===== src/rtl/if_fetch_stage.sv =====
// Instruction-fetch stage: owns the PC, runs the req/ack imem fetch FSM and a prefetch queue feeding decode.
// Optional macro IF_ACK_BYPASS_EN forwards an ack straight to decode when the queue is empty.
module if_fetch_stage #(
    parameter logic [31:0] RESET_PC = 32'h0000_0000,
    parameter int          FQ_DEPTH = 2
) (
    input  logic        clk,
    input  logic        rst,
    input  logic        id_wpcir,
    input  logic        id_branch,
    input  logic [31:0] id_new_pc,
    output logic        imem_req,
    output logic [31:0] imem_addr,
    input  logic        imem_ack,
    input  logic [31:0] imem_rdata,
    output logic [31:0] if_inst,
    output logic [31:0] if_pc4,
    output logic [3:0]  IF_ins_type,
    output logic [3:0]  IF_ins_number
);
    localparam int PW = (FQ_DEPTH > 2) ? 2 : 1;
    localparam int CW = PW + 1;
    localparam int NSLOT = 1 << PW;

    typedef enum logic [1:0] {ST_IDLE, ST_REQ, ST_DROP} state_t;

    state_t          state_q, state_d;
    logic            req_q;
    logic [31:0]     addr_q, addr_d;
    logic [31:0]     fetch_pc_q, fetch_pc_d;
    logic [31:0]     drop_pc_q, drop_pc_d;
    logic [3:0]      tag_q, tag_d;
    logic [PW-1:0]   rd_ptr_q, rd_ptr_d, wr_ptr_q, wr_ptr_d;
    logic [CW-1:0]   count_q, count_d;
    logic [31:0]     fq_inst_q [0:NSLOT-1];
    logic [31:0]     fq_pc4_q  [0:NSLOT-1];
    logic [3:0]      fq_tag_q  [0:NSLOT-1];

    logic pop, take, push, byp_hit, byp_pop, launch_ok;
    logic [31:0] head_inst, head_pc4;
    logic [3:0]  head_tag, ins_type;

    always_comb begin
        pop  = (count_q != '0) && !id_wpcir && !id_branch;
        take = (state_q == ST_REQ) && imem_ack && !id_branch;
`ifdef IF_ACK_BYPASS_EN
        byp_hit = take && (count_q == '0);
        byp_pop = byp_hit && !id_wpcir;
`else
        byp_hit = 1'b0;
        byp_pop = 1'b0;
`endif
        push = take && !byp_pop;

        rd_ptr_d = rd_ptr_q;
        wr_ptr_d = wr_ptr_q;
        if (id_branch) begin
            rd_ptr_d = '0;
            wr_ptr_d = '0;
            count_d  = '0;
        end else begin
            if (pop)  rd_ptr_d = (rd_ptr_q == PW'(FQ_DEPTH - 1)) ? '0 : rd_ptr_q + 1'b1;
            if (push) wr_ptr_d = (wr_ptr_q == PW'(FQ_DEPTH - 1)) ? '0 : wr_ptr_q + 1'b1;
            count_d = count_q + CW'(push) - CW'(pop);
        end
        // A new request is only issued if its word is guaranteed a free slot.
        launch_ok = (count_d < CW'(FQ_DEPTH));
    end

    always_comb begin
        state_d    = state_q;
        fetch_pc_d = fetch_pc_q;
        drop_pc_d  = drop_pc_q;
        tag_d      = tag_q;
        if (take) begin
            fetch_pc_d = fetch_pc_q + 32'd4;
            tag_d      = tag_q + 4'd1;
        end
        if (id_branch) fetch_pc_d = id_new_pc & ~32'd3;
        case (state_q)
            ST_IDLE: state_d = launch_ok ? ST_REQ : ST_IDLE;
            ST_REQ: begin
                if (imem_ack) begin
                    state_d = launch_ok ? ST_REQ : ST_IDLE;
                end else if (id_branch) begin
                    state_d   = ST_DROP;
                    drop_pc_d = fetch_pc_q;
                end
            end
            ST_DROP: if (imem_ack) state_d = launch_ok ? ST_REQ : ST_IDLE;
            default: state_d = ST_IDLE;
        endcase
        addr_d = (state_d == ST_DROP) ? drop_pc_d : fetch_pc_d;
    end

    always_ff @(posedge clk or posedge rst) begin
        if (rst) begin
            state_q    <= ST_IDLE;
            req_q      <= 1'b0;
            addr_q     <= '0;
            fetch_pc_q <= RESET_PC;
            drop_pc_q  <= '0;
            tag_q      <= '0;
            rd_ptr_q   <= '0;
            wr_ptr_q   <= '0;
            count_q    <= '0;
        end else begin
            state_q    <= state_d;
            req_q      <= (state_d != ST_IDLE);
            addr_q     <= addr_d;
            fetch_pc_q <= fetch_pc_d;
            drop_pc_q  <= drop_pc_d;
            tag_q      <= tag_d;
            rd_ptr_q   <= rd_ptr_d;
            wr_ptr_q   <= wr_ptr_d;
            count_q    <= count_d;
        end
    end

    // Payload needs no reset: count_q alone decides whether an entry is valid.
    always_ff @(posedge clk) begin
        if (push) begin
            fq_inst_q[wr_ptr_q] <= imem_rdata;
            fq_pc4_q[wr_ptr_q]  <= fetch_pc_q + 32'd4;
            fq_tag_q[wr_ptr_q]  <= tag_q;
        end
    end

    always_comb begin
        head_inst = '0;
        head_pc4  = '0;
        head_tag  = '0;
        if (byp_hit) begin
            head_inst = imem_rdata;
            head_pc4  = fetch_pc_q + 32'd4;
            head_tag  = tag_q;
        end else if (count_q != '0) begin
            head_inst = fq_inst_q[rd_ptr_q];
            head_pc4  = fq_pc4_q[rd_ptr_q];
            head_tag  = fq_tag_q[rd_ptr_q];
        end
    end

    always_comb begin
        casez (head_inst[31:26])
            6'b000000: ins_type = (head_inst[5:0] == 6'b001000) ? 4'd2 : 4'd1;
            6'b001???: ins_type = 4'd3;
            6'b100011: ins_type = 4'd4;
            6'b101011: ins_type = 4'd5;
            6'b00010?: ins_type = 4'd6;
            6'b00001?: ins_type = 4'd7;
            default:   ins_type = 4'd8;
        endcase
        if (head_inst == 32'h0) ins_type = 4'd0;
    end

    assign imem_req      = req_q;
    assign imem_addr     = addr_q;
    assign if_inst       = head_inst;
    assign if_pc4        = head_pc4;
    assign IF_ins_type   = ins_type;
    assign IF_ins_number = head_tag;
endmodule


===== config.mk =====
export PLATFORM = sky130hd
export DESIGN_NAME = if_fetch_stage
export DESIGN_NICKNAME = d
export VERILOG_FILES = /design/src/rtl/if_fetch_stage.sv
export SDC_FILE = /design/constraint.sdc
export NUM_CORES = 1
export LEC_CHECK = 0
export BUFFER_PORTS_ARGS = -buffer_cell sky130_fd_sc_hd__buf_2
export CAP_MARGIN = 20
export CORE_MARGIN = 4
export CORE_UTILIZATION = 48
export CTS_BUF_LIST = sky130_fd_sc_hd__clkbuf_4
export DETAILED_ROUTE_END_ITERATION = 8
export PLACE_DENSITY = 0.7
export SLEW_MARGIN = 20
export SYNTH_ARGS = -nofsm -noshare
export SYNTH_HDL_FRONTEND = slang
export SYNTH_SLANG_ARGS = --single-unit

===== constraint.sdc =====
create_clock -name clk -period 7.6 [get_ports clk]
set_clock_uncertainty 0.1 [all_clocks]
set_input_delay 0.76 -clock clk [delete_from_list [all_inputs] [get_ports clk]]
set_output_delay 0.76 -clock clk [all_outputs]
set_load 0.02 [all_outputs]

# --- Word level (Yosys, flattened, before mapping) ---
# Memory sizes are Yosys's and may differ from the RTL's.
# Cells that the tools add are included.
totals:
  ff_bits: 107
  inputBits: 69
  word_cells: 67
  ram_bits: 136
  memories: 3
memory_table:
  columns: ["memory", "words", "word_bits", "read_ports", "rd_clocked_by_memory_dff", "wr", "line_no", "text"]
  rows:
  - ["fq_inst_q", 2, 32, 1, 0, 1, "35", "logic [31:0] fq_inst_q [0:NSLOT-1];"]
  - ["fq_pc4_q", 2, 32, 1, 0, 1, "36", "logic [31:0] fq_pc4_q [0:NSLOT-1];"]
  - ["fq_tag_q", 2, 4, 1, 0, 1, "37", "logic [3:0] fq_tag_q [0:NSLOT-1];"]
op_classes:
  n_mux: 26
  magnitude_cmp: 1
  n_eq_ne: 9
  reduce_logical: 13
  n_addsub: 6
ops:
  columns: ["op", "n"]
  rows:
  - ["two-way mux 32 bit", 8]
  - ["adder 32 x 3 -> 32 bit (second input constant)", 1]
  - ["zero test 32 bit", 1]
  - ["case mux 4 bit (6 select lines)", 1]
  - ["equality test 6 bit (second input constant)", 2]
  - ["two-way mux 2 bit", 5]
  - ["two-way mux 1 bit", 9]
  - ["two-way mux 4 bit", 2]
  - ["nonzero test 2 bit", 4]
  - ["equality test 6 x 4 -> 1 bit (second input constant)", 1]
  - ["zero test 6 bit", 1]
  - ["case mux 2 bit (3 select lines)", 1]
  - ["equality test 5 x 1 -> 1 bit (second input constant)", 1]
  - ["equality test 5 x 2 -> 1 bit (second input constant)", 1]
  - ["adder 4 x 1 -> 4 bit (second input constant)", 1]
  - ["equality test 2 bit (second input constant)", 2]
  - ["logical AND 1 bit", 4]
  - ["equality test 3 x 1 -> 1 bit (second input constant)", 1]
  - ["adder 1 bit (second input constant)", 2]
  - ["adder 2 x 1 -> 2 bit", 1]
  - ["equality test 2 x 1 -> 1 bit (second input constant)", 1]
  - ["zero test 1 bit", 2]
  - ["zero test 2 bit", 1]
  - ["less-than comparator 2 bit (second input constant)", 1]
  - ["subtractor 2 x 1 -> 2 bit", 1]

# --- Longest topological paths before layout ---
logic_depth:
  word_depth: 12
  ltp_mapped: 12
  ltp_nobuf: 10

# --- Worst setup path after synthesis ---
# OpenSTA, ideal clock, no wires.
synth_path:
  path_type: "input to register"
  start: "in imem_ack"
  end: "mem fq_inst_q[0][0] (enable)"
  setup_slack_ps: 2713
  n_path_buf: 1
  t_arrival_ps: 4293
  path_stages: 5
  setup_time_ps: 494
  cell_sequence: "nand3b_1 -> clkbuf_1 -> nor2_1 -> inv_1 -> nor2_1"
synth_between:
  elab_chain_len: 4
synth_lines:
  columns: ["element", "line_no", "text"]
  rows:
  - ["start: declaration", "14", "input logic imem_ack,"]
  - ["logical AND 1 bit (2 in series)", "45", "take = (state_q == ST_REQ) && imem_ack && !id_branch;"]
  - ["two-way mux 1 bit", "122", "if (push) begin"]
  - ["two-way mux 1 bit (not written as such)", "123", "fq_inst_q[wr_ptr_q] <= imem_rdata;"]
  - ["end: declaration", "35", null]
# No other way between the ends.

# --- Final worst setup path ---
layout_path:
  start: "reg rd_ptr_q"
  end: "out IF_ins_type[0]"
layout_between:
  elab_chain_len: 6
  elab_cells_between_ends: 13
  classes_between: "eq/ne (6); mux (4); reduce/logical (2); memory (1)"
layout_lines:
  columns: ["element", "line_no", "text"]
  rows:
  - ["start: declaration", "33", "logic [PW-1:0] rd_ptr_q, rd_ptr_d, wr_ptr_q, wr_ptr_d;"]
  - ["start signal: assignment", "114", "rd_ptr_q <= rd_ptr_d;"]
  - ["memory (2 x 32 bit) (*)", null, null]
  - ["two-way mux 32 bit (*)", "137", "end else if (count_q != '0) begin"]
  - ["equality test 6 x 4 -> 1 bit", "146", "6'b000000: ins_type = (head_inst[5:0] == 6'b001000) ? 4'd2 : 4'd1;"]
  - ["two-way mux 2 bit", "146", null]
  - ["case mux 4 bit (6 select lines)", "145", "casez (head_inst[31:26])"]
  - ["two-way mux 4 bit (*)", "154", "if (head_inst == 32'h0) ins_type = 4'd0;"]
  - ["end: declaration", "18", "output logic [3:0] IF_ins_type,"]
# Mark *: on every way between the ends. The rest lies on a longest branch, timed or not.

==> results.md <==
* Setup crit end kind: primary output
* Layout cells sized above 1 at 0.305
* Largest net degree at the start of global routing at just under 80
* Clk root buf: clkbuf_4
* R2R setup slack at ~4200 ps
* Compound-gate portion of the synthesized area at 0.0411
* Max Cap Viol at 0
* Worst Path Required at 6740 ps
* Vias in the first global route at 7210
* Clock-pin slew on the worst setup and hold paths at 70 ps
* Setup-failing EPs final at 0
* Power density over the cells at 318 nW/um2
* Tmin final at roughly 4300 ps
* Final Hold Viols at 0
* Placed cell areas at 11700 um2
* GR Util All Layers at 0.193
* Remaining DRCs at 0
* Filler Cells Inserted at 1900
* VDD IR max at 0.145 mV
* Simple-gate portion of the synthesized area at 0.135
* DRT Wirelength at ~24 mm
* Routability cong. at between 0.8 and 0.9
* First-pass GRT wire length at 37.7 mm
* Initial Util at 0.488
* Post-synthesis cell type count at 60
* Post-place setup slack at 3760 ps
* Yosys Warn Count at 0
* Post-synth net total at 919
* Core area at 21900 um2
* I/O Buffers at 171
* Seq/Total Area, Yosys at 0.633
* CTS tree: yes
* Initial DRC count at 518
* Grt ovf at 0
* Die area at 24700 um2
* Final net count at 1106
* Pleak at 5.04 nW
* Synthesized area at 10700 um2
* Layout area overhead at 16.8%
* First-pass iteration count of the detailed router at 4
* Startpoint types: register
* Post-route clock period utilization at 0.566
* Fin. max-slew vios at 0
* Critical Path Fanout Max at slightly below 60
* Worst skew pair latency at 680 ps
* Sink Count at 243
* Post-route insts no fill at between 1000 and 1500
* Final setup TNS at 0 ps
* Status: finished clean
* Post-CTS setup buffers at 0
* Mux cell area share after synthesis at 0.114
* Hold_ws at 189 ps
* Largest family of logic cells by synthesized area: simple AND/OR/NAND/NOR gates
* CP Class: reg2out
* Initial antenna violation count at 1
* Worst slew margin at 0.337
* Ports at 174
* Dominant cell type by area after synthesis: edfxtp_1
* Vias per cell at between 5 and 6
* Share of the synthesized area in the top cell type at 0.382
* Syn Inst Count at 846
* RSZ-0062 raised after global routing: no
* Post_cts resized at 0
* Data arrival, critical path at 3440 ps
* Num CTS Buffers at 58
* Worst Tran Pin Value at 995 ps
* Die W at 157 um
* Worst min path class: in2reg
* Die height at about 160 um
* Clock tree buffer depth at 3
* H-tree level count at 2
* DPL Wire Length at 15.7 mm
* Top_reg_cell synth: edfxtp_1
* Placed cells at between 1000 and 1500
* Synthesized flop and latch total at ~240
* Syn avg cell area at about 13 um2
* Number of synthesized flops with an enable pin at 136
* Rows at 54
* Synth top area cells: edfxtp_1 38%, dfrtp_1 25%, mux2i_1 7.2%
* Setup ws final at 3300 ps
* Design Area, Final at 12500 um2
* Post-DR wirelength/cell at about 17 um
* Fraction of registers with async set/reset at 0.440
* Max Freq at roughly 230 MHz
* Post-synthesis xor/xnor area fraction at 0.0434
* Adder-cell share of the synthesized area at 0.00562
* ANT nets after route at 0
* Vias at 7129
-- worst paths after layout --
kind / startpoint / end / cells after the start
worst min register to register: tag_q[3] / tag_q[3] / 1
worst max register to register: state_q[1] / fq_pc4_q[0][17] / 5
min in group asynchronous: rst / fetch_pc_q[9] / 3
max in group asynchronous: rst / rd_ptr_q / 4
worst max-delay path: rd_ptr_q / IF_ins_type[0] / 7
worst min-delay path: imem_rdata[8] / fq_inst_q[0][8] / 1
-- through the flow --
step	utilization	total power (W)
floorplan	-	0.00262
global placement	0.537	0.00298
detailed placement	0.537	0.00300
CTS	0.570	0.00402
global route	0.570	0.00421
finish	0.570	0.00397
-- report_power, final --
part | switching, W | internal [W] | leakage, nW
Sequential | 0.000118 | 0.00165 | 2.53
Combinational | 0.000756 | 0.000437 | 2.07
Clock | 0.000496 | 0.000511 | 0.435
Total | 0.00137 | 0.00260 | 5.04
-- registers in the layout, indices dropped and copies added, names as in the netlist --
register    count
fq_inst_q      64
fq_pc4_q       64
drop_pc_q      32
fetch_pc_q     32
imem_addr      32
fq_tag_q        8
tag_q           4
count_q         2
state_q         2
imem_req        1
rd_ptr_q        1
wr_ptr_q        1
-- kinds of logic after synthesis --
logic type	Yosys count
DFF	243
muxes	117
buffers and inverters	64
AOI/OAI and AO/OA	68
adders and majority gates	5
xor gates and xnor gates	53
and+or+nand+nor	296
-- layout make-up --
| class | count | area, um2 | area share |
|---|---|---|---|
| clock inverter | 25 | 97.6 | 0.00782 |
| antenna | 1 | 2.50 | 0.000200 |
| multi-input combinational | 539 | 3670 | 0.294 |
| inverter | 10 | 40.0 | 0.00321 |
| sequential | 243 | 6770 | 0.542 |
| tap | 280 | 350 | 0.0281 |
| timing repair buffer | 181 | 933 | 0.0748 |
| clock buffer | 84 | 631 | 0.0505 |
-- critical path, cell delays in order, from the launching register on --
cell and delay, ps:
dfrtp_4 620, buf_4 850, mux2i_1 330, a41oi_1 160, nor4_1 310, nand3_1 150
o22a_1 200, buf_2 160
-- placed cells by master (no fill, tap or decap), drive strengths merged, types with 11 or more instances in the layout --
master,synthesis,layout
mux2,40,40
a21oi,12,12
buf,33,180
nor2,124,124
xor2,25,25
clkinv,0,24
a31oi,14,14
nor4,14,14
nand2,65,65
nor3,16,16
dfrtp,107,107
mux2i,77,77
nand3,19,19
inv,10,11
o21ai,19,19
edfxtp,136,136
clkbuf,21,84
xnor2,28,28
nand4,12,12
-- Yosys cell counts (all sizes together), types with 9 or more instances --
library cell	count
dfrtp	107
xnor2	28
nor2b	9
mux2i	77
nor3	16
o21ai	19
nand3	19
clkbuf	21
edfxtp	136
nor4	14
inv	10
nand4	12
a21oi	12
nor2	124
a31oi	14
buf	33
mux2	40
nand2	65
xor2	25
-- repair_timing --
| action | in CTS | in global routing |
|---|---|---|
| endpoints found under the hold margin | 31 | 0 |
| hold buffers | 1 | 0 |
| endpoints found under the setup margin | 0 | 0 |
-- metal layers --
layer / track usage / wire, um / part of all wire
met3: 0.0465 / 1460 / 0.062
met2: 0.308 / 11200 / 0.47
met4: 0.0516 / 244 / 0.010
met5: 0 / 0 / 0
met1: 0.268 / 10800 / 0.46
No activity file was read; power rests on OpenSTA's default activity.
